## src/rtl/mem_burst_reader.sv

```systemverilog
// Burst read initiator: issues sequential reads to a 1-cycle-latency memory and
// streams the returned words out on a valid/ready interface with last-word marking.
module mem_burst_reader #(
    parameter int BIT_WIDTH     = 8,
    parameter int ADDRESS_WIDTH = 3
) (
    input  logic                     i_clk,
    input  logic                     i_rst_n,
    input  logic                     i_start,
    input  logic [ADDRESS_WIDTH-1:0] i_start_addr,
    input  logic [ADDRESS_WIDTH:0]   i_burst_len,
    output logic                     o_busy,
    output logic                     o_done,
    output logic                     o_mem_read,
    output logic [ADDRESS_WIDTH-1:0] o_mem_addr,
    input  logic [BIT_WIDTH-1:0]     i_mem_q,
    output logic [BIT_WIDTH-1:0]     o_out_data,
    output logic                     o_out_valid,
    input  logic                     i_out_ready,
    output logic                     o_out_last
);

    localparam int AW = ADDRESS_WIDTH;

    typedef enum logic [1:0] {
        ST_IDLE,
        ST_BURST,
        ST_DONE
    } state_t;

    state_t               r_state;
    logic [AW:0]          r_issue_cnt;
    logic [AW:0]          r_ret_cnt;
    logic [AW-1:0]        r_addr;
    logic                 r_inflight;
    logic [BIT_WIDTH-1:0] r_fifo [2];
    logic                 r_wr_ptr;
    logic                 r_rd_ptr;
    logic [1:0]           r_count;

    logic                 w_valid;
    logic                 w_pop;
    logic                 w_push;
    logic [2:0]           w_occ;
    logic                 w_mem_read;

    // Occupancy after this cycle's pop; the in-flight word must always have a FIFO slot.
    always_comb begin
        w_valid    = (r_count != 2'd0);
        w_pop      = w_valid && i_out_ready;
        w_push     = r_inflight;
        w_occ      = {1'b0, r_count} + {2'b00, r_inflight} - {2'b00, w_pop};
        w_mem_read = (r_state == ST_BURST) && (r_issue_cnt != '0) && (w_occ < 3'd2);
    end

    always_ff @(posedge i_clk) begin
        if (!i_rst_n) begin
            r_state     <= ST_IDLE;
            r_issue_cnt <= '0;
            r_ret_cnt   <= '0;
            r_addr      <= '0;
            r_inflight  <= 1'b0;
            r_fifo[0]   <= '0;
            r_fifo[1]   <= '0;
            r_wr_ptr    <= 1'b0;
            r_rd_ptr    <= 1'b0;
            r_count     <= '0;
        end else begin
            assert (!(w_push && !w_pop && r_count == 2'd2));
            r_inflight <= w_mem_read;
            if (w_push) begin
                r_fifo[r_wr_ptr] <= i_mem_q;
                r_wr_ptr         <= ~r_wr_ptr;
            end
            if (w_pop) begin
                r_rd_ptr  <= ~r_rd_ptr;
                r_ret_cnt <= r_ret_cnt - 1'b1;
            end
            r_count <= r_count + {1'b0, w_push} - {1'b0, w_pop};
            if (w_mem_read) begin
                r_addr      <= r_addr + 1'b1;
                r_issue_cnt <= r_issue_cnt - 1'b1;
            end
            case (r_state)
                ST_IDLE: begin
                    if (i_start) begin
                        r_issue_cnt <= i_burst_len;
                        r_ret_cnt   <= i_burst_len;
                        r_addr      <= i_start_addr;
                        r_state     <= (i_burst_len == '0) ? ST_DONE : ST_BURST;
                    end
                end
                ST_BURST: begin
                    if (w_pop && r_ret_cnt == 1) begin
                        r_state <= ST_DONE;
                    end
                end
                default: r_state <= ST_IDLE;
            endcase
        end
    end

    assign o_busy      = (r_state == ST_BURST);
    assign o_done      = (r_state == ST_DONE);
    assign o_mem_read  = w_mem_read;
    assign o_mem_addr  = r_addr;
    assign o_out_valid = w_valid;
    assign o_out_data  = r_fifo[r_rd_ptr];
    assign o_out_last  = w_valid && (r_ret_cnt == 1);

endmodule
```

## config.mk

```make
export PLATFORM = sky130hd
export DESIGN_NAME = mem_burst_reader
export DESIGN_NICKNAME = d
export VERILOG_FILES = /design/src/rtl/mem_burst_reader.sv
export SDC_FILE = /design/constraint.sdc
export NUM_CORES = 1
export LEC_CHECK = 0
export BUFFER_PORTS_ARGS = -buffer_cell sky130_fd_sc_hd__buf_2
export CORE_ASPECT_RATIO = 1.1
export CORE_MARGIN = 2
export CORE_UTILIZATION = 25
export DETAILED_ROUTE_END_ITERATION = 6
export SLEW_MARGIN = 0
export SYNTH_ARGS = -nofsm -noshare
export SYNTH_HDL_FRONTEND = slang
export SYNTH_SLANG_ARGS = --single-unit
```

## constraint.sdc

```tcl
create_clock -name i_clk -period 4.3 [get_ports i_clk]
set_input_delay 0.86 -clock i_clk [delete_from_list [all_inputs] [get_ports i_clk]]
set_output_delay 0.86 -clock i_clk [all_outputs]
set_load 0.05 [all_outputs]
```

==> results of run 1 <==
-- layout make-up --
type                    count  area share, %
flip-flops and latches     35           42.2
multi-input cells         104           35.8
repair buffers             36           9.07
well taps                  82           5.02
clock buffers               5           3.37
clock inverters             3           3.31
inverters                   7           1.29
-- cells by family (layout without fill, tap and decap cells) --
kind of cell,count (synthesis),in the layout,share of synthesized area [%]
AO/OA/AOI/OAI,21,21,7.91
XOR/XNOR,8,8,4.26
adder cells (fa/ha/maj),6,6,5.02
buffers and inverters,12,51,3.20
flip-flops,35,35,52.4
multiplexers,11,11,7.31
AND/OR/NAND/NOR,58,58,19.9
-- cell usage after synthesis (all sizes together) --
| master | n |
|---|---|
| dfxtp | 19 |
| clkinv | 1 |
| a211oi | 3 |
| edfxtp | 16 |
| nand2b | 1 |
| and4bb | 1 |
| buf | 1 |
| nand4 | 1 |
| nor3b | 1 |
| nor2b | 4 |
| or2 | 1 |
| o311ai | 1 |
| a21boi | 1 |
| o211ai | 1 |
| a32oi | 1 |
| ha | 5 |
| and2 | 18 |
| mux2 | 8 |
| o21a | 2 |
| xor2 | 2 |
| mux2i | 3 |
| inv | 6 |
| a21oi | 5 |
| nor3 | 6 |
| nand2 | 6 |
| clkbuf | 4 |
| nand3 | 4 |
| o21ai | 7 |
| and3b | 1 |
| xnor2 | 6 |
| and3 | 3 |
| or3b | 1 |
| nor4 | 2 |
| fa | 1 |
| nor2 | 8 |
-- path summary, 6_finish.rpt --
kind	startpoint	endpoint	cells after the start
setup / recovery	i_out_ready	o_mem_read	9
hold reg to reg	r_issue_cnt[0]	r_issue_cnt[0]	1
setup reg to reg	r_count[1]	o_mem_addr[0]	10
hold / removal	r_issue_cnt[0]	r_issue_cnt[0]	1
-- layout by cell type (no fill, tap or decap), types with 2 or more instances in the layout --
cell type and count:
buf_2 34, xor2_1 2, mux2i_1 3, nand2_1 6, inv_1 6, edfxtp_1 16
o21a_1 2, nor4_1 2, and3_1 3, xnor2_1 6, and2_1 18, nand3_1 4
a21oi_1 5, o21ai_0 7, a211oi_1 3, mux2_2 8, buf_4 2, bufinv_16 2
ha_1 5, clkbuf_8 5, dfxtp_1 19, nor2_1 8, nor2b_1 4, nor3_1 6
-- through the flow --
stage	area (µm²)	cells	power, mW	setup WS, ps
after floorplan	1640	151	0.745	1140
after global placement	1910	264	0.818	837
after detailed placement	1910	264	0.823	802
after CTS	2040	272	1.18	784
after global routing	2040	272	1.24	621
final	2040	272	1.16	795
-- power groups by stage --
| stage | Clock (mW) | Combinational [mW] | Sequential [mW] |
|---|---|---|---|
| 6_report | 0.352 | 0.372 | 0.440 |
| 3_5_place_dp | 0 | 0.375 | 0.448 |
| 3_3_place_gp | 0 | 0.371 | 0.448 |
| 5_1_grt | 0.378 | 0.409 | 0.448 |
| 4_1_cts | 0.362 | 0.377 | 0.442 |
| 2_1_floorplan | 0 | 0.303 | 0.442 |
-- metal layers --
| metal | share of wire, % | track usage (%) | wire length, µm | vias up |
|---|---|---|---|---|
| met4 | 0.74 | 3.70 | 25 | 0 |
| met3 | 6.0 | 2.83 | 201 | 2 |
| met1 | 46 | 12.7 | 1530 | 555 |
| met5 | 0 | 0 | 0 | - |
| li1 | - | - | - | 607 |
| met2 | 48 | 16.5 | 1600 | 39 |
-- registers in the layout, indices dropped and copies added, names as in the netlist, named ones only --
signal and cells:
o_mem_addr 3, r_rd_ptr 1, r_ret_cnt 4, r_issue_cnt 4, r_inflight 1, r_count 2, r_state 2, r_fifo 16
r_wr_ptr 1
==> results.toml, run 1 <==
[logic_synthesis]
synthCells = 151
yosysTopAreaCell = "edfxtp_1"
syn-num-nets = 176
ys_ff_latch = 35
ys_seq_area_share_pct = 52.4
yosysUniqueCellTypes = 35
netlist_area_mm2 = 0.00164
ys_warn_count = 0
synth_area_leaders = "edfxtp_1 29%, dfxtp_1 23%, and2_1 6.8%"
postSynthAreaPerCell_um2 = 10.9
synth_top_cell_area_share_pct = 29.2

[critical_path]
rrSetupSlack_ps = 1840
cp_num_buf_inv = 3
slowest_stage = "fa_1"
cpPeakStageDelay_ps = 490
critPathArrivalTime_ps = 2650
path_max_fanout = 5
cp-start-kind = "primary input"
worst_path_dominant_cell_family = "adder cells"
crit_chain = "buf_2 > o21ai_0 > mux2i_1 > ha_1 > inv_1 > fa_1 > and3b_1 > and3_1 > buf_2"
worst_ep_required_time_ps = 3440
crit_type = "in -> out"
crit_top_cell = "buf_2"
end_kind = "output port"

[floorplan]
die_h_um = 89.1
rows = 31
ios = 35
initial_core_util_pct = 25.4
placeableCoreArea_mm2 = 0.00648
die_area_mm2 = 0.00724
die_w_um = 81.3

[timing]
whs_ps = 512
setup_viol = 0
min_period_ps = 3510
hold_viol = 0
worstMarginPinSlew_ps = 811
rsz0062_at_grt = "no"
max_freq_mhz = 285
slew_headroom_pct = 45.8
final.setup.tns_ps = 0
finalMaxSlewViolations = 0
period_share_pct = 81.5
clock_skew_ps = 5.27

[routing]
routed_via_density = 4.42
drtIter0Drc = 79
ant_nets = 0
drc = 0
wl_per_cell_um = 12.4
drt-pass1-iter-count = 4
vias = 1203
drt-total-wl_um = 3370

[grt]
grt_pass1_vias = 1176
antenna_found_initial = 0
grt_pass1_wl_um = 5500
overflow = 0
grt_max_degree = 15
grt_use_total_pct = 10.1

[finish]
synthToLayoutAreaGrowth_pct = 24.2
fillers = 675
multiInputGateArea_um2 = 731
nets = 214
fin_util_pct = 31.5
register_area_um2 = 861
drive_above_1_share_pct = 28.4
n_antenna_cell = 0

[clocking]
path_clk_slew_ps = 70
cts_tree = "built"
cts_buffers = 5
cts_buffer_depth = 2
htree_levels = 2
postCtsSetupRepairBufs = 0
insertion_delay_ps = 280
holdBufCountCts = 0
root_buffer = "clkbuf_8"
cts.sinks = 35
cts-resized-gates = 0

[power_and_ir_drop]
p_leak_nw = 0.842
vdd_drop_max_mv = 0.254
seq_power_share_pct = 37.8
pwr_density_cell_mw_per_mm2 = 570
p_int_mw = 0.763
p_comb_share_pct = 32.0
switching_share_pct = 34.5
power_frac_clock_pct = 30.2
p_sw_mw = 0.402

[status]
status = "completed"

[min_path]
hold_class = "reg -> reg"

[run]
max_cap_violations = 0

[placement]
gp_congestion = 0.767
hpwl_um = 2480
portBuffers = 34
Power figures use the tool's default switching activity.
==> inputs of run 2 (changes only) <==
--- a/config.mk
+++ b/config.mk
@@ -5,6 +5,7 @@
 export SDC_FILE = /design/constraint.sdc
 export NUM_CORES = 1
 export LEC_CHECK = 0
+export ABC_AREA = 1
 export BUFFER_PORTS_ARGS = -buffer_cell sky130_fd_sc_hd__buf_2
 export CORE_ASPECT_RATIO = 1.1
 export CORE_MARGIN = 2
==> constraint.sdc (replaced) <==
create_clock -name i_clk -period 3.05 [get_ports i_clk]
set_input_delay 0.61 -clock i_clk [delete_from_list [all_inputs] [get_ports i_clk]]
set_output_delay 0.61 -clock i_clk [all_outputs]
set_load 0.05 [all_outputs]
==> results.toml, run 2 <==
[status]
status = "completed"

[min_path]
hold_class = "reg -> reg"

[timing]
slew_headroom_pct = 72.2
rsz0062_at_grt = "no"
final.setup.tns_ps = 0
period_share_pct = 95.1
worstMarginPinSlew_ps = 415
whs_ps = 450
clock_skew_ps = 3.07
setup_viol = 0
min_period_ps = 2900
finalMaxSlewViolations = 0
max_freq_mhz = 345
hold_viol = 0

[power_and_ir_drop]
p_leak_nw = 1.10
finalPower_mw = 1.59
pwr_density_cell_mw_per_mm2 = 728
vdd_drop_max_mv = 0.284

[logic_synthesis]
postSynthAreaPerCell_um2 = 8.35
synth_edf_count = 16
ys_seq_area_share_pct = 47.7
netlist_top_cells_count = "42 x inv_1, 37 x nand2_1, 28 x nor2_1, 19 x dfxtp_1, 16 x edfxtp_1"
synth_area_leaders = "edfxtp_1 27%, dfxtp_1 21%, inv_1 8.7%"
synthCells = 216
async_flop_share_pct = 0
synth_top_cell_area_share_pct = 26.6
ys_ff_latch = 35
syn-num-nets = 241
netlist_area_mm2 = 0.00180
yosys.cell_count.top_type = "inv_1"
yosysTopAreaCell = "edfxtp_1"
synth_flop_cell = "dfxtp_1"
ys_warn_count = 0
yosysUniqueCellTypes = 25

[finish]
largestRegisters = "r_fifo (16), r_issue_cnt (4), r_ret_cnt (4)"
drive_above_1_share_pct = 26.6
largest_register_ffs = 16
final_common_cell = "inv_1"
fillers = 753
mostFrequentLayoutCells = "42 x inv_1, 37 x nand2_1, 33 x buf_2"
synthToLayoutAreaGrowth_pct = 21.2
n_antenna_cell = 0
nets = 280
top_register = "r_fifo"

[floorplan]
ios = 35
die_h_um = 93.1
initial_core_util_pct = 25.7
placeableCoreArea_mm2 = 0.00701
die_w_um = 85.0
rows = 32
die_area_mm2 = 0.00791

[critical_path]
critPathArrivalTime_ps = 2290
cp-start-kind = "primary input"
end_kind = "output port"
path_max_fanout = 4
crit_type = "in -> out"
worst_ep_required_time_ps = 2440

[grt]
antenna_found_initial = 0
grt_max_degree = 19
grt_pass1_vias = 1433
grt_use_total_pct = 9.85
overflow = 0
grt_pass1_wl_um = 6120

[routing]
drt-pass1-iter-count = 4
wl_per_cell_um = 10.8
vias = 1437
routed_via_density = 4.21
ant_nets = 0
drt-total-wl_um = 3690
drtIter0Drc = 48
drc = 0

[clocking]
postCtsSetupRepairBufs = 0
path_clk_slew_ps = 70
cts-resized-gates = 1
holdBufCountCts = 0
htree_levels = 2
cts_buffers = 5
root_buffer = "clkbuf_8"
cts_buffer_depth = 2
cts_tree = "built"
cts.sinks = 35
insertion_delay_ps = 280

[run]
max_cap_violations = 0

[placement]
portBuffers = 34
hpwl_um = 2860
gp_congestion = 0.738
==> run 2: cell count changes after synthesis, sizes merged, moves of 3 or more <==
| cell | before | now |
|---|---|---|
| nand3 | 4 | 16 |
| xnor2 | 6 | 0 |
| nand4 | 1 | 5 |
| inv | 6 | 45 |
| nor3 | 6 | 0 |
| and3 | 3 | 0 |
| clkbuf | 4 | 0 |
| and2 | 18 | 0 |
| o21ai | 7 | 13 |
| nor2b | 4 | 0 |
| mux2i | 3 | 0 |
| nand2 | 6 | 43 |
| nor2 | 8 | 32 |
| a211oi | 3 | 0 |
==> run 2: metal layers <==
| metal | wire (µm) | GRT usage, % | vias to the layer above |
|---|---|---|---|
| met3 | 190 | 3.27 | 2 |
| met2 | 1820 | 17.4 | 37 |
| met4 | 9 | 2.78 | 0 |
| met5 | 0 | 0 | - |
| li1 | - | - | 759 |
| met1 | 1660 | 11.2 | 639 |
==> run 2: cells by family after synthesis <==
logic type	after synthesis	synth area share (%)
fa+ha+maj	6	4.58
simple gates	98	25.8
buf+inv	48	10.3
flops	35	47.7
compound gates	19	5.55
xor+xnor	2	0.972
mux	8	5.00
==> run 2: worst paths after layout <==
kind	start	end	slack (ps)	cells after the start
worst max-delay path	i_out_ready	o_mem_read	150	11
worst min-delay path	r_rd_ptr	r_rd_ptr	450	1
worst max register to register	r_count[1]	o_mem_addr[2]	850	14
worst min register to register	r_rd_ptr	r_rd_ptr	450	1
==> run 2: layout make-up <==
| class | count | area [µm²] | area share [%] |
|---|---|---|---|
| Clock buffer | 5 | 68.8 | 3.15 |
| Clock inverter | 3 | 43.8 | 2.00 |
| Inverter | 45 | 169 | 7.73 |
| Multi-Input combinational cell | 133 | 756 | 34.6 |
| Sequential cell | 35 | 862 | 39.4 |
| Tap cell | 85 | 106 | 4.87 |
| Timing Repair Buffer | 35 | 180 | 8.24 |
==> run 2: report_power, final <==
part	leakage, nW	switching, mW	internal, mW
registers	0.322	0.0509	0.549
logic	0.716	0.402	0.179
clock network	0.0581	0.166	0.243
==> run 2: stage by stage <==
step           worst slack, ps  util [%]  instance area [µm²]  instances
2_1_floorplan              356         -                 1800        216
6_report                   149      31.2                 2190        341
3_5_place_dp              76.6      29.5                 2070        333
3_3_place_gp               125      29.5                 2070        333
4_1_cts                   56.4      31.2                 2180        341
5_1_grt                   1.10      31.2                 2190        341
==> run 2: critical path: stages <==
cell and delay [ps]:
buf_2 110, inv_1 60, nor2_4 100, nand2_1 70, o21ai_0 80, ha_1 170
inv_1 50, fa_1 520, nand3_1 140, nor2_4 160, buf_4 220
==> inputs of run 3 (changes only) <==
--- a/config.mk
+++ b/config.mk
@@ -11,6 +11,7 @@
 export CORE_MARGIN = 2
 export CORE_UTILIZATION = 25
 export DETAILED_ROUTE_END_ITERATION = 6
+export SETUP_SLACK_MARGIN = 0.5
 export SLEW_MARGIN = 0
 export SYNTH_ARGS = -nofsm -noshare
 export SYNTH_HDL_FRONTEND = slang
==> results.toml, run 3 (synthesized netlist as in run 2, its figures left out) <==
[routing]
wl_per_cell_um = 11.0
drt-total-wl_um = 3830
drt-pass1-iter-count = 6
drc = 0
vias = 1487
routed_via_density = 4.27
drtIter0Drc = 22
ant_nets = 0

[grt]
grt_pass1_wl_um = 6440
grt_pass1_vias = 1429
overflow = 0
grt_max_degree = 19
antenna_found_initial = 0
grt_use_total_pct = 10.3

[clocking]
path_clk_slew_ps = 70
insertion_delay_ps = 280
root_buffer = "clkbuf_8"
htree_levels = 2
cts_tree = "built"
holdBufCountCts = 0
cts_buffers = 5
cts_buffer_depth = 2
cts.sinks = 35

[critical_path]
crit_type = "in -> out"
worst_ep_required_time_ps = 2440
cp-start-kind = "primary input"
critPathArrivalTime_ps = 2070
end_kind = "output port"
path_max_fanout = 3

[floorplan]
initial_core_util_pct = 25.7
ios = 35
placeableCoreArea_mm2 = 0.00701
die_w_um = 85.0
rows = 32
die_h_um = 93.1
die_area_mm2 = 0.00791

[timing]
worstMarginPinSlew_ps = 379
hold_viol = 0
clock_skew_ps = 3.92
period_share_pct = 87.7
fin_ws_ps = 374
finalMaxSlewViolations = 0
min_period_ps = 2680
slew_headroom_pct = 74.7
max_freq_mhz = 374
setup_viol = 0
rsz0062_at_grt = "yes"
final.setup.tns_ps = 0

[power_and_ir_drop]
pwr_density_cell_mw_per_mm2 = 707
p_leak_nw = 1.12
vdd_drop_max_mv = 0.276

[placement]
portBuffers = 34
post-place-ws_ps = 182
hpwl_um = 2800
gp_congestion = 0.747

[finish]
n_antenna_cell = 0
top_register = "r_fifo"
drive_above_1_share_pct = 30.0
nets = 287
final_common_cell = "inv_1"
mostFrequentLayoutCells = "40 x inv_1, 37 x nand2_1, 32 x buf_2"
largestRegisters = "r_fifo (16), r_issue_cnt (4), r_ret_cnt (4)"
synthToLayoutAreaGrowth_pct = 24.3
fin_util_pct = 32.0
largest_register_ffs = 16

[run]
max_cap_violations = 0

[min_path]
hold_class = "reg -> reg"

[status]
status = "completed"
## run 3: path summary, 6_finish.rpt
check / startpoint / cells past startpoint / slack, ps / to
hold / removal: r_rd_ptr / 1 / 460 / flip-flop
setup reg to reg: r_count[1] / 15 / 810 / r_issue_cnt[0]
hold reg to reg: r_rd_ptr / 1 / 460 / flip-flop
setup / recovery: i_out_ready / 11 / 370 / o_mem_read
## run 3: stage by stage
step | cells | hold slack, ps | power (mW) | cell area (µm²)
after floorplan | 216 | 426 | 1.08 | 1810
after global placement | 335 | 434 | 1.20 | 2090
after detailed placement | 335 | 440 | 1.21 | 2090
after CTS | 347 | 452 | 1.59 | 2230
after global routing | 348 | 497 | 1.70 | 2240
final | 348 | 455 | 1.58 | 2240
## run 3: layout make-up
| type | count | area, µm² |
|---|---|---|
| multi-input cells | 133 | 768 |
| clock inverters | 2 | 12.5 |
| fillers | 742 | 4770 |
| flip-flops and latches | 35 | 866 |
| clock buffers | 6 | 72.6 |
| repair buffers | 42 | 246 |
| inverters | 45 | 169 |
| well taps | 85 | 106 |
## run 3: timing repair
item | in CTS | in global routing
pin swaps | 4 | 2
endpoints found under the setup margin | 1 | 1
setup buffers | 4 | 1
gates cloned | 0 | 0
resized for setup | 12 | 1
## run 3: per-layer routing
layer,global-route usage [%],share of wire [%]
met4,2.78,0.81
met2,18.2,49
met5,0,0
met3,2.74,4.9
met1,12.2,46
## run 3: report_power, final
group | switching [mW] | internal, mW | total, mW
Sequential | 0.0491 | 0.551 | 0.600
Combinational | 0.426 | 0.232 | 0.658
Clock | 0.166 | 0.160 | 0.325
## run 3: critical path, cell delays in order
cell	delay, ps
buf_6	80
inv_2	40
nor2_4	70
nand2_1	70
o21ai_1	80
ha_2	190
inv_2	30
fa_1	520
nand3_2	100
nor2_4	120
buf_8	150
